File: src/rtl/gru_act_scheduler_if.sv
// Signal bundle between the GRU gate requesters, the scheduler and the shared
// activation unit.
//
// Handshake: requester i transfers one operation (req_x slice i, req_func[i])
// in any cycle where req_valid[i] & req_ready[i] is 1. The scheduler never
// raises req_ready[i] while req_valid[i] is 0, and at most one req_ready bit is
// high per cycle. act_valid and resp_valid are single-cycle strobes with no
// backpressure; resp_y/resp_id are meaningful only while resp_valid is set.
interface gru_act_scheduler_if #(
  parameter int NUM_REQ  = 3,
  parameter int WIDTH    = 17,
  parameter int ID_WIDTH = $clog2(NUM_REQ)
);
  logic [NUM_REQ-1:0]       req_valid;
  logic [NUM_REQ-1:0]       req_func;
  logic [NUM_REQ*WIDTH-1:0] req_x;
  logic [NUM_REQ-1:0]       req_ready;
  logic                     act_valid;
  logic                     act_func;
  logic [WIDTH-1:0]         act_x;
  logic [WIDTH-1:0]         act_y;
  logic [NUM_REQ-1:0]       resp_valid;
  logic [WIDTH-1:0]         resp_y;
  logic [ID_WIDTH-1:0]      resp_id;

  // Requesters plus activation unit side.
  modport master (
    output req_valid, req_func, req_x, act_y,
    input  req_ready, act_valid, act_func, act_x, resp_valid, resp_y, resp_id
  );

  // Scheduler side.
  modport slave (
    input  req_valid, req_func, req_x, act_y,
    output req_ready, act_valid, act_func, act_x, resp_valid, resp_y, resp_id
  );
endinterface

File: src/rtl/gru_act_scheduler.sv
// Round-robin scheduler sharing one sigmoid/tanh unit among NUM_REQ GRU gate
// requesters. One operation is issued per cycle; a {valid, id} tag travels
// alongside the fixed-latency unit so each result returns to its requester,
// in grant order.
module gru_act_scheduler #(
  parameter int NUM_REQ     = 3,
  parameter int INT_WIDTH   = 8,
  parameter int FRAC_WIDTH  = 8,
  parameter int WIDTH       = INT_WIDTH + FRAC_WIDTH + 1,
  parameter int ACT_LATENCY = 0,
  parameter int ID_WIDTH    = $clog2(NUM_REQ)
) (
  input  logic               clk,
  input  logic               reset,
  input  logic               sched_en,
  gru_act_scheduler_if.slave bus,
  output logic               busy
);

  localparam int unsigned         IDX_W       = ID_WIDTH + 1;
  localparam logic [IDX_W-1:0]    NUM_REQ_IDX = IDX_W'(NUM_REQ);
  localparam logic [ID_WIDTH-1:0] LAST_ID     = ID_WIDTH'(NUM_REQ - 1);

  // Arbitration
  logic [ID_WIDTH-1:0] rr_ptr;
  logic [IDX_W-1:0]    scan_idx;
  logic                grant_any;
  logic [ID_WIDTH-1:0] grant_id;
  logic [ID_WIDTH-1:0] ptr_next;
  logic [NUM_REQ-1:0]  grant;

  // Issue stage
  logic                act_valid_q;
  logic                act_func_q;
  logic [WIDTH-1:0]    act_x_q;
  logic [ID_WIDTH-1:0] issue_id;

  // Tag pipeline output
  logic                tag_out_valid;
  logic [ID_WIDTH-1:0] tag_out_id;
  logic                tag_busy;

  // Response stage
  logic [NUM_REQ-1:0]  resp_valid_q;
  logic [WIDTH-1:0]    resp_y_q;
  logic [ID_WIDTH-1:0] resp_id_q;

  // Round-robin search from rr_ptr; scanning from the farthest slot back to
  // rr_ptr and overwriting leaves the nearest valid requester as the winner.
  always_comb begin
    grant_any = 1'b0;
    grant_id  = '0;
    scan_idx  = '0;
    if (reset && sched_en) begin
      for (int k = NUM_REQ - 1; k >= 0; k--) begin
        scan_idx = {1'b0, rr_ptr} + IDX_W'(k);
        if (scan_idx >= NUM_REQ_IDX) begin
          scan_idx = scan_idx - NUM_REQ_IDX;
        end
        if (bus.req_valid[scan_idx[ID_WIDTH-1:0]]) begin
          grant_any = 1'b1;
          grant_id  = scan_idx[ID_WIDTH-1:0];
        end
      end
    end
  end

  // One-hot grant vector; zero whenever nothing is granted.
  always_comb begin
    grant = '0;
    if (grant_any) begin
      grant[grant_id] = 1'b1;
    end
  end

  // Pointer moves just past the winner so it gets lowest priority next time.
  assign ptr_next = (grant_id == LAST_ID) ? '0 : grant_id + 1'b1;

  // Issue register: latch the winner's operand and tag; hold data when idle.
  always_ff @(posedge clk or negedge reset) begin
    if (!reset) begin
      rr_ptr      <= '0;
      act_valid_q <= 1'b0;
      act_func_q  <= 1'b0;
      act_x_q     <= '0;
      issue_id    <= '0;
    end else begin
      act_valid_q <= grant_any;
      if (grant_any) begin
        rr_ptr     <= ptr_next;
        act_func_q <= bus.req_func[grant_id];
        act_x_q    <= bus.req_x[grant_id*WIDTH +: WIDTH];
        issue_id   <= grant_id;
      end
    end
  end

  generate
    if (ACT_LATENCY == 0) begin : g_no_pipe
      // Combinational unit: the issue tag lines up with act_y directly.
      assign tag_out_valid = act_valid_q;
      assign tag_out_id    = issue_id;
      assign tag_busy      = 1'b0;
    end else begin : g_pipe
      logic [ACT_LATENCY-1:0]               tag_v;
      logic [ACT_LATENCY-1:0][ID_WIDTH-1:0] tag_id;

      // Tags advance one stage every cycle, matching the unit's fixed latency.
      always_ff @(posedge clk or negedge reset) begin
        if (!reset) begin
          tag_v  <= '0;
          tag_id <= '0;
        end else begin
          tag_v[0]  <= act_valid_q;
          tag_id[0] <= issue_id;
          for (int s = 1; s < ACT_LATENCY; s++) begin
            tag_v[s]  <= tag_v[s-1];
            tag_id[s] <= tag_id[s-1];
          end
        end
      end

      assign tag_out_valid = tag_v[ACT_LATENCY-1];
      assign tag_out_id    = tag_id[ACT_LATENCY-1];
      assign tag_busy      = |tag_v;
    end
  endgenerate

  // Response register: capture act_y with its tag and strobe the owner.
  always_ff @(posedge clk or negedge reset) begin
    if (!reset) begin
      resp_valid_q <= '0;
      resp_y_q     <= '0;
      resp_id_q    <= '0;
    end else begin
      resp_valid_q <= '0;
      if (tag_out_valid) begin
        resp_valid_q[tag_out_id] <= 1'b1;
        resp_y_q                 <= bus.act_y;
        resp_id_q                <= tag_out_id;
      end
    end
  end

  // Busy covers issue, every tag stage and the cycle the response is shown.
  assign busy = act_valid_q | tag_busy | (|resp_valid_q);

  assign bus.req_ready  = grant;
  assign bus.act_valid  = act_valid_q;
  assign bus.act_func   = act_func_q;
  assign bus.act_x      = act_x_q;
  assign bus.resp_valid = resp_valid_q;
  assign bus.resp_y     = resp_y_q;
  assign bus.resp_id    = resp_id_q;

endmodule

File: src/flat_wrapper.sv
// flat-port wrapper written by rule: the top's interface ports become plain ports
module gru_act_scheduler_flat 
#(
  parameter int NUM_REQ     = 3,
  parameter int INT_WIDTH   = 8,
  parameter int FRAC_WIDTH  = 8,
  parameter int WIDTH       = INT_WIDTH + FRAC_WIDTH + 1,
  parameter int ACT_LATENCY = 0,
  parameter int ID_WIDTH    = $clog2(NUM_REQ)
)
  (clk, reset, sched_en, busy, bus_req_valid, bus_req_func, bus_req_x, bus_act_y, bus_req_ready, bus_act_valid, bus_act_func, bus_act_x, bus_resp_valid, bus_resp_y, bus_resp_id);
  gru_act_scheduler_if #(.NUM_REQ(NUM_REQ), .WIDTH(WIDTH), .ID_WIDTH(ID_WIDTH)) bus_i ();
  input  logic clk;
  input  logic reset;
  input  logic sched_en;
  output logic busy;
  input wire logic [$bits(bus_i.req_valid)-1:0] bus_req_valid;
  input wire logic [$bits(bus_i.req_func)-1:0] bus_req_func;
  input wire logic [$bits(bus_i.req_x)-1:0] bus_req_x;
  input wire logic [$bits(bus_i.act_y)-1:0] bus_act_y;
  output wire logic [$bits(bus_i.req_ready)-1:0] bus_req_ready;
  output wire logic [$bits(bus_i.act_valid)-1:0] bus_act_valid;
  output wire logic [$bits(bus_i.act_func)-1:0] bus_act_func;
  output wire logic [$bits(bus_i.act_x)-1:0] bus_act_x;
  output wire logic [$bits(bus_i.resp_valid)-1:0] bus_resp_valid;
  output wire logic [$bits(bus_i.resp_y)-1:0] bus_resp_y;
  output wire logic [$bits(bus_i.resp_id)-1:0] bus_resp_id;
  assign bus_i.req_valid = bus_req_valid;
  assign bus_i.req_func = bus_req_func;
  assign bus_i.req_x = bus_req_x;
  assign bus_i.act_y = bus_act_y;
  assign bus_req_ready = bus_i.req_ready;
  assign bus_act_valid = bus_i.act_valid;
  assign bus_act_func = bus_i.act_func;
  assign bus_act_x = bus_i.act_x;
  assign bus_resp_valid = bus_i.resp_valid;
  assign bus_resp_y = bus_i.resp_y;
  assign bus_resp_id = bus_i.resp_id;
  gru_act_scheduler #(.NUM_REQ(NUM_REQ), .INT_WIDTH(INT_WIDTH), .FRAC_WIDTH(FRAC_WIDTH), .WIDTH(WIDTH), .ACT_LATENCY(ACT_LATENCY), .ID_WIDTH(ID_WIDTH)) u_core (.clk(clk), .reset(reset), .sched_en(sched_en), .bus(bus_i), .busy(busy));
endmodule
File: config.mk
export PLATFORM = sky130hd
export DESIGN_NAME = gru_act_scheduler_flat
export DESIGN_NICKNAME = d
export VERILOG_FILES = /design/src/rtl/gru_act_scheduler_if.sv /design/src/rtl/gru_act_scheduler.sv /design/src/flat_wrapper.sv
export SDC_FILE = /design/constraint.sdc
export NUM_CORES = 1
export LEC_CHECK = 0
export CORE_MARGIN = 8
export CORE_UTILIZATION = 57
export CTS_CLUSTER_SIZE = 24
export DETAILED_ROUTE_END_ITERATION = 12
export DONT_BUFFER_PORTS = 1
export PLACE_DENSITY_LB_ADDON = 0.12
export SYNTH_ARGS = -nofsm -noshare
export SYNTH_HDL_FRONTEND = slang
export SYNTH_SLANG_ARGS = --single-unit
File: constraint.sdc
create_clock -name clk -period 2.6 [get_ports clk]
set_clock_uncertainty 0.15 [all_clocks]
set_input_delay 0.39 -clock clk [delete_from_list [all_inputs] [get_ports clk]]
set_output_delay 0.39 -clock clk [all_outputs]
set_load 0.05 [all_outputs]
==> metrics, run 1 <==
achievable frequency=349 MHz; biggest area consumer among synthesized cells=sky130_fd_sc_hd__dfrtp_1; Crit path max-delay family=simple AND/OR/NAND/NOR gates; crit path cell chain=ha_4 > buf_4 > or2b_1 > a21o_1 > a21oi_2 > buf_4 > or3_4 > nor2_4 > buf_12; largest stage delay on the critical path=approximately 0.43 ns; area after detailed placement=between 0.002 and 0.003 mm²; required time at the endpoint of the critical path=2.06 ns; number of H-tree branching levels=2; Critical path buffers and inverters=3; violated checks=negative setup slack; critical path fanouts, max=4; final routed wirelength across all metal layers=approximately 7900 µm; total number of clock tree sinks=between 40 and 50; VDD IR max=between 0.6 and 0.7 mV; share of flip-flops with an asynchronous set or reset after synthesis=100%; drt drc=0; final antenna-violating net count=0; Compound-Gate Fraction of Synth Area=~23%; final cycle utilization of the critical path=110%; final count of hold timing violations=0; count of pins on the block boundary=approximately 120; effective utilization at floorplan=58.2%; top cells by area in the synthesized netlist=sky130_fd_sc_hd__dfrtp_1 42%, sky130_fd_sc_hd__mux2_2 7.5%, sky130_fd_sc_hd__a221oi_1 5.9%; gate count of the mapped netlist=roughly 260; number of distinct library cells after synthesis=36; Setup Viol. Count Final=3; worst min path class=in -> reg; clk_lat worst skew=~0.3 ns; Die X-Extent=roughly 85 µm; Detailed Place HPWL=between 5000 and 6000 µm; result of the run=complete, but fails checks; count of warnings emitted by yosys=0; wire length of the first global-routing pass=12800 µm; hold_ws=between 0.08 and 0.09 ns; minimum setup slack among reg-to-reg paths=about 0.010 ns; total chip power=between 5 and 6 mW; First-pass DRT Iterations=4; slowest cell on the critical path=sky130_fd_sc_hd__dfrtp_1; portion of synthesized cell area occupied by the leading cell type=a little over two fifths; RD Place Congestion=between 0.9 and 1; Slew HR=between 60 and 70%; number of vias after detailed routing=around 2300; final worst-path setup slack=-0.265 ns; clock tree from TritonCTS=built; number of inserted filler cells in the final layout=328; element type at the critical path end=output port; power density of the placed cells=approximately 1500 mW/mm²; via density per instance=6.81; leak pwr=around 1.4 nW; xor/xnor cell area share of the yosys netlist=0%; cell area after synthesis=0.00269 mm²; final instance area=roughly 0.0034 mm²; count of input and output buffers=0; Mapped Nets=around 340; adder and majority cell fraction of the synthesized area=under 10%; Core Area=approximately 0.0046 mm²; Synth Flop Type=sky130_fd_sc_hd__dfrtp_1; number of enable flip-flop cells after synthesis=0; max-cap violations=0; Root Driver=sky130_fd_sc_hd__clkbuf_8; data arrival time of the critical path=between 2 and 2.5 ns; maximum number of pins on one net before global-route repair=between 40 and 50; overall routing resource usage=between 20 and 25%; dominant combinational cell family by area after synthesis=compound AO/OA/AOI/OAI gates; type of the worst setup path=reg -> out; slew at the pin closest to its max-slew limit=approximately 0.54 ns; DR WL/cell=23.2 µm; overflow left after global routing=0; mux contribution to synthesized area=around 8.7%; area growth from synthesis to final layout=25.6%; number of antenna violations at the first check in global routing=0; via count of the first global-routing pass=between 2000 and 2500; maximum clock path buffer count=2; die span in y=roughly 85 µm; die area=between 0.007 and 0.008 mm²; most instantiated cells after synthesis=45 x sky130_fd_sc_hd__dfrtp_1, 20 x sky130_fd_sc_hd__o21ai_1, 19 x sky130_fd_sc_hd__and2_1, 19 x sky130_fd_sc_hd__and3_1, 19 x sky130_fd_sc_hd__clkbuf_1; setup repair after global routing missed its margin=yes; sequential share of the synthesized area=41.8%; Avg Inst Size Synth=a little over 10 µm²; startpoint class of the critical path=register; most repeated cell in the gate-level netlist after synthesis=sky130_fd_sc_hd__dfrtp_1; Final nets=approximately 370; Pins Over Slew Limit=0; total number of placement rows=25; cell seen most often among critical-path stages=sky130_fd_sc_hd__buf_4; CTS Buf Count=5; detailed router's first-iteration violation count=between 70 and 80; synthesized-area fraction occupied by and/or/nand/nor cells=around a fifth; Min Clock Period, post-route=about 2.9 ns; number of register bits inferred by synthesis=between 40 and 50; core occupancy in the finished layout=roughly three quarters; fraction of final layout cells with drive strength greater than 1=a little over a third; Clock Pin Slew Worst Setup and Hold Paths=around 0.090 ns; antenna fix cells=0
[per-stage QoR]
step	setup slack, ns	std cells	setup TNS, ns
final	-0.265	340	-0.731
after detailed placement	-0.00434	316	-0.00434
after global routing	-0.324	340	-1.28
after floorplan	-0.216	264	-0.216
after CTS	-0.287	335	-0.685
after global placement	0.0292	316	0
[per-layer routing]
layer  wire length (µm)  vias up  track usage (%)
met1               2960     1133             24.3
met4                115        0             7.77
met5                  0        -                0
met3                875       11             9.17
met2               3940      112             37.0
li1                   -     1059                -
[flip-flops by register name, summed over array words and instances (netlist names)]
| name | flops |
|---|---|
| u_core.bus.act_func | 1 |
| u_core.bus.act_valid | 1 |
| u_core.bus.act_x | 17 |
| u_core.bus.resp_id | 2 |
| u_core.bus.resp_valid | 3 |
| u_core.bus.resp_y | 17 |
| u_core.issue_id | 2 |
| u_core.rr_ptr | 2 |
[logic make-up (layout without fill, tap and decap cells)]
group,count (synthesis),after routing
DFF,45,45
AOI/OAI and AO/OA,85,85
and+or+nand+nor,81,81
muxes,21,21
buffers and inverters,29,51
adders and majority gates,3,3
[final cells by class]
| class | instances | area [µm²] | area share [%] |
|---|---|---|---|
| Clock inverter | 3 | 68.8 | 2.03 |
| Sequential cell | 45 | 1130 | 33.3 |
| Tap cell | 54 | 67.6 | 2.00 |
| Clock buffer | 5 | 68.8 | 2.03 |
| Inverter | 4 | 15.0 | 0.444 |
| Multi-Input combinational cell | 190 | 1630 | 48.3 |
| Timing Repair Buffer | 39 | 402 | 11.9 |
[worst reg2reg max path: cells and delay by family, from the launching register on]
kind / cells / cell delay [ns]
adder cells (fa/ha/maj): 1 / 0.30
multiplexers: 1 / 0.29
AND/OR/NAND/NOR: 1 / 0.34
buffers and inverters: 3 / 0.41
flip-flops: 1 / 0.43
AO/OA/AOI/OAI: 3 / 0.56
[where the power goes]
group          switching [mW]  internal (mW)
clock                   0.251          0.387
sequential               1.32           1.01
combinational            1.08           1.06
[placed cells by master, fill, tap and decap left out, types with 3 or more instances in the layout]
cell type,synthesis,final
sky130_fd_sc_hd__a221oi_1,18,18
sky130_fd_sc_hd__a311oi_2,0,18
sky130_fd_sc_hd__nor2_1,6,3
sky130_fd_sc_hd__buf_4,0,28
sky130_fd_sc_hd__o21ai_1,20,22
sky130_fd_sc_hd__clkbuf_8,0,5
sky130_fd_sc_hd__buf_6,3,3
sky130_fd_sc_hd__buf_12,0,4
sky130_fd_sc_hd__nor4b_1,18,18
sky130_fd_sc_hd__o21a_1,18,18
sky130_fd_sc_hd__inv_1,4,3
sky130_fd_sc_hd__mux2_2,18,18
sky130_fd_sc_hd__o21ai_0,6,4
sky130_fd_sc_hd__and3_1,19,19
sky130_fd_sc_hd__dfrtp_1,45,45
sky130_fd_sc_hd__nand2_1,5,3
sky130_fd_sc_hd__and2_1,19,18
[worst paths after layout]
path	cells past startpoint	start	end
worst max-delay path	9	u_core.rr_ptr[1]	bus_req_ready[0]
worst min-delay path	1	bus_act_y[9]	u_core.bus.resp_y[9]
worst max register to register	9	u_core.rr_ptr[1]	u_core.bus.act_x[6]
worst min register to register	1	u_core.issue_id[0]	u_core.bus.resp_valid[0]
max in group asynchronous	2	reset	u_core.bus.resp_id[1]
min in group asynchronous	2	reset	u_core.rr_ptr[1]
[what timing repair did]
item / 4_1_cts / 5_1_grt
hold buffers: 2 / 0
hold endpoints to repair: 45 / 0
setup buffers: 9 / 4
gates cloned: 0 / 1
resized for setup: 29 / 11
endpoints found under the setup margin: 3 / 21
pin swaps: 14 / 15
Note: power is estimated with default switching activity, not from simulation.
==> run 2, diff against run 1 <==
- PLACE_DENSITY: unset -> 0.75
- PLACE_DENSITY_LB_ADDON: 0.12 -> unset
==> run 2 against run 1 <==
Against the previous run: the run still ends with negative setup slack left; combinational power is 7% lower; non-clock buffer count decreased by 10; register-to-register slack better by 0.05 ns; final cell count down 2.9%; clock power fell by 11%; hold slack got worse by 0.0028 ns; die area unchanged; critical path depth down 2; sequential share of layout area up 1.6 points; first-iteration DRC count grew 65%.
==> metrics, run 2 (synthesis results as in run 1) <==
core occupancy in the finished layout=69.7% (-3.4 points); most common cell after layout, fill and taps aside=sky130_fd_sc_hd__dfrtp_1; Pins Over Slew Limit=0 (unchanged); final cycle utilization of the critical path=112% (+1.8 points); Die X-Extent=84.7 µm (unchanged); end of the worst register-to-register path=u_core.bus.act_x[6]; count of input and output buffers=0 (unchanged); Min Clock Period, post-route=2.91 ns (+0.0467 ns); number of inserted filler cells in the final layout=367 (+12%); number of vias after detailed routing=2295 (-0.86%); final count of hold timing violations=0 (unchanged); hold endpoint=u_core.bus.resp_y[1]; CTS Buf Count=5 (unchanged); max-cap violations=0 (unchanged); Setup Viol. Count Final=3 (unchanged); internal power summed over all cells=2.28 mW (-7.3%); worst min path class=in -> reg; result of the run=complete, but fails checks; DR WL/cell=24.0 µm (+3.3%); setup repair after global routing missed its margin=yes; total number of clock tree sinks=45 (unchanged); RD Place Congestion=0.911 (about the same); VDD IR max=0.640 mV (-2.8%); via count of the first global-routing pass=2290 (-4.0%); overflow left after global routing=0 (unchanged); die area=0.00718 mm² (unchanged); Worst Reg2Reg Path Length in Cells=8 (-1); leak pwr=1.31 nW (-5.6%); achievable frequency=343 MHz (-1.6%); origin of the worst min-delay path=bus_act_y[1]; power density of the placed cells=1520 mW/mm² (+0.48%); hold path depth=1 (unchanged); maximum number of pins on one net before global-route repair=46 (unchanged); data arrival time of the critical path=2.37 ns (+0.04 ns); clk_lat worst skew=0.31 ns (about the same); Slew HR=64.6% (+0.85 points); detailed router's first-iteration violation count=129 (+65%); Detailed Place HPWL=5430 µm (+1.8%); most used cells in the layout excluding fill and tap cells=45 x sky130_fd_sc_hd__dfrtp_1, 22 x sky130_fd_sc_hd__buf_4, 20 x sky130_fd_sc_hd__o21ai_1, 19 x sky130_fd_sc_hd__and3_1; clock group share of total power=11.5% (-1.0 points); final worst-path setup slack=-0.312 ns (-0.0467 ns); number of antenna violations at the first check in global routing=0 (unchanged); Clock Pin Slew Worst Setup and Hold Paths=0.08 ns (about the same); clock tree from TritonCTS=built; Final nets=355 (-2.7%); maximum clock path buffer count=2 (unchanged); Core Area=0.00463 mm² (unchanged); area growth from synthesis to final layout=19.8%; Root Driver=sky130_fd_sc_hd__clkbuf_8; r2r startpoint=u_core.rr_ptr[1]; minimum setup slack among reg-to-reg paths=0.06 ns (+0.05 ns); via density per instance=6.95 (+2.1%); startpoint class of the critical path=register; switching power share of the total=53.5% (+1.6 points); antenna fix cells=0 (unchanged); die span in y=84.7 µm (unchanged); final antenna-violating net count=0 (unchanged); overall routing resource usage=21.3% (-0.70 points); DP Worst Slack=-0.0266 ns (-0.0223 ns); wire length of the first global-routing pass=12400 µm (-2.9%); count of pins on the block boundary=122 (unchanged); Switch Pwr=2.63 mW (-1.2%); final routed wirelength across all metal layers=7910 µm (+0.30%); slew at the pin closest to its max-slew limit=0.530 ns (-0.0128 ns); First-pass DRT Iterations=4 (unchanged); number of H-tree branching levels=2 (unchanged); fraction of final layout cells with drive strength greater than 1=31.5% (-3.4 points); critical path fanouts, max=6 (+2); combinational share of power=40.9% (-1.0 points); sequential share of power=47.6% (+2.0 points); effective utilization at floorplan=58.2% (unchanged); violated checks=negative setup slack; element type at the critical path end=output port; drt drc=0 (unchanged); required time at the endpoint of the critical path=2.06 ns (about the same); type of the worst setup path=reg -> out; total number of placement rows=25 (unchanged)
[run 2: cell types whose count changed in the layout (fill, tap and decap cells not counted), moves of 2 or more]
cell	previous run	this run
sky130_fd_sc_hd__o21ai_0	4	6
sky130_fd_sc_hd__o21ai_1	22	20
sky130_fd_sc_hd__buf_4	28	22
sky130_fd_sc_hd__buf_6	3	1
[run 2: power by group through the flow]
stage               logic, mW  registers, mW  clock network [mW]
floorplan                1.35           2.28                   0
global placement         1.70           2.35                   0
detailed placement       1.76           2.36                   0
CTS                      1.90           2.34               0.567
global route             2.18           2.38               0.593
finish                   2.01           2.33               0.565
[run 2: repair_timing]
| item | 4_1_cts | 5_1_grt |
|---|---|---|
| endpoints found under the setup margin | 3 | 21 |
| hold buffers | 2 | 0 |
| endpoints found under the hold margin | 45 | 0 |
| cloned | 0 | 0 |
| resized for setup | 11 | 20 |
| pin swaps | 3 | 17 |
| buffers inserted | 5 | 1 |
[run 2: stage by stage]
stage	hold slack, ns	cell area (µm²)	TNS [ns]	total power [mW]	cells
floorplan	-0.0556	2730	-0.216	3.63	264
global placement	-0.0541	2860	0	4.05	314
detailed placement	-0.0541	2860	-0.0266	4.12	314
CTS	0.0805	3110	-0.609	4.81	329
global route	0.0766	3230	-0.856	5.15	330
finish	0.0825	3230	-0.625	4.91	330
[run 2: worst max-delay path by stage]
stage / from / endpoint / slack, ns
2_1_floorplan: u_core.rr_ptr[1] / bus_req_ready[1] / -0.22
3_3_place_gp: u_core.rr_ptr[1] / bus_req_ready[1] / 0.04
3_5_place_dp: u_core.rr_ptr[1] / bus_req_ready[1] / -0.03
4_1_cts: u_core.rr_ptr[1] / bus_req_ready[1] / -0.31
5_1_grt: u_core.rr_ptr[1] / bus_req_ready[1] / -0.38
6_report: u_core.rr_ptr[1] / bus_req_ready[1] / -0.31
[run 2: layer usage]
layer | wire length (µm) | global-route usage [%] | up-vias
met2 | 3910 | 34.1 | 113
met5 | 0 | 0 | -
li1 | - | - | 1035
met1 | 2990 | 24.8 | 1130
met3 | 814 | 8.98 | 17
met4 | 199 | 7.44 | 0
[run 2: final cells by class]
cell class	count	area, µm²	area share, %
Tap cell	54	67.6	2.09
Timing Repair Buffer	29	289	8.96
Clock buffer	6	82.6	2.56
Multi-Input combinational cell	190	1610	49.9
Sequential cell	45	1130	34.9
Inverter	4	15.0	0.465
Clock inverter	2	37.5	1.16
[run 2: worst max-delay path: stages (launching register included)]
cell	delay, ns
sky130_fd_sc_hd__dfrtp_1	0.44
sky130_fd_sc_hd__ha_4	0.32
sky130_fd_sc_hd__mux2_4	0.29
sky130_fd_sc_hd__a32o_2	0.24
sky130_fd_sc_hd__or3_4	0.35
sky130_fd_sc_hd__and2_4	0.19
sky130_fd_sc_hd__nor2_4	0.10
sky130_fd_sc_hd__buf_12	0.14
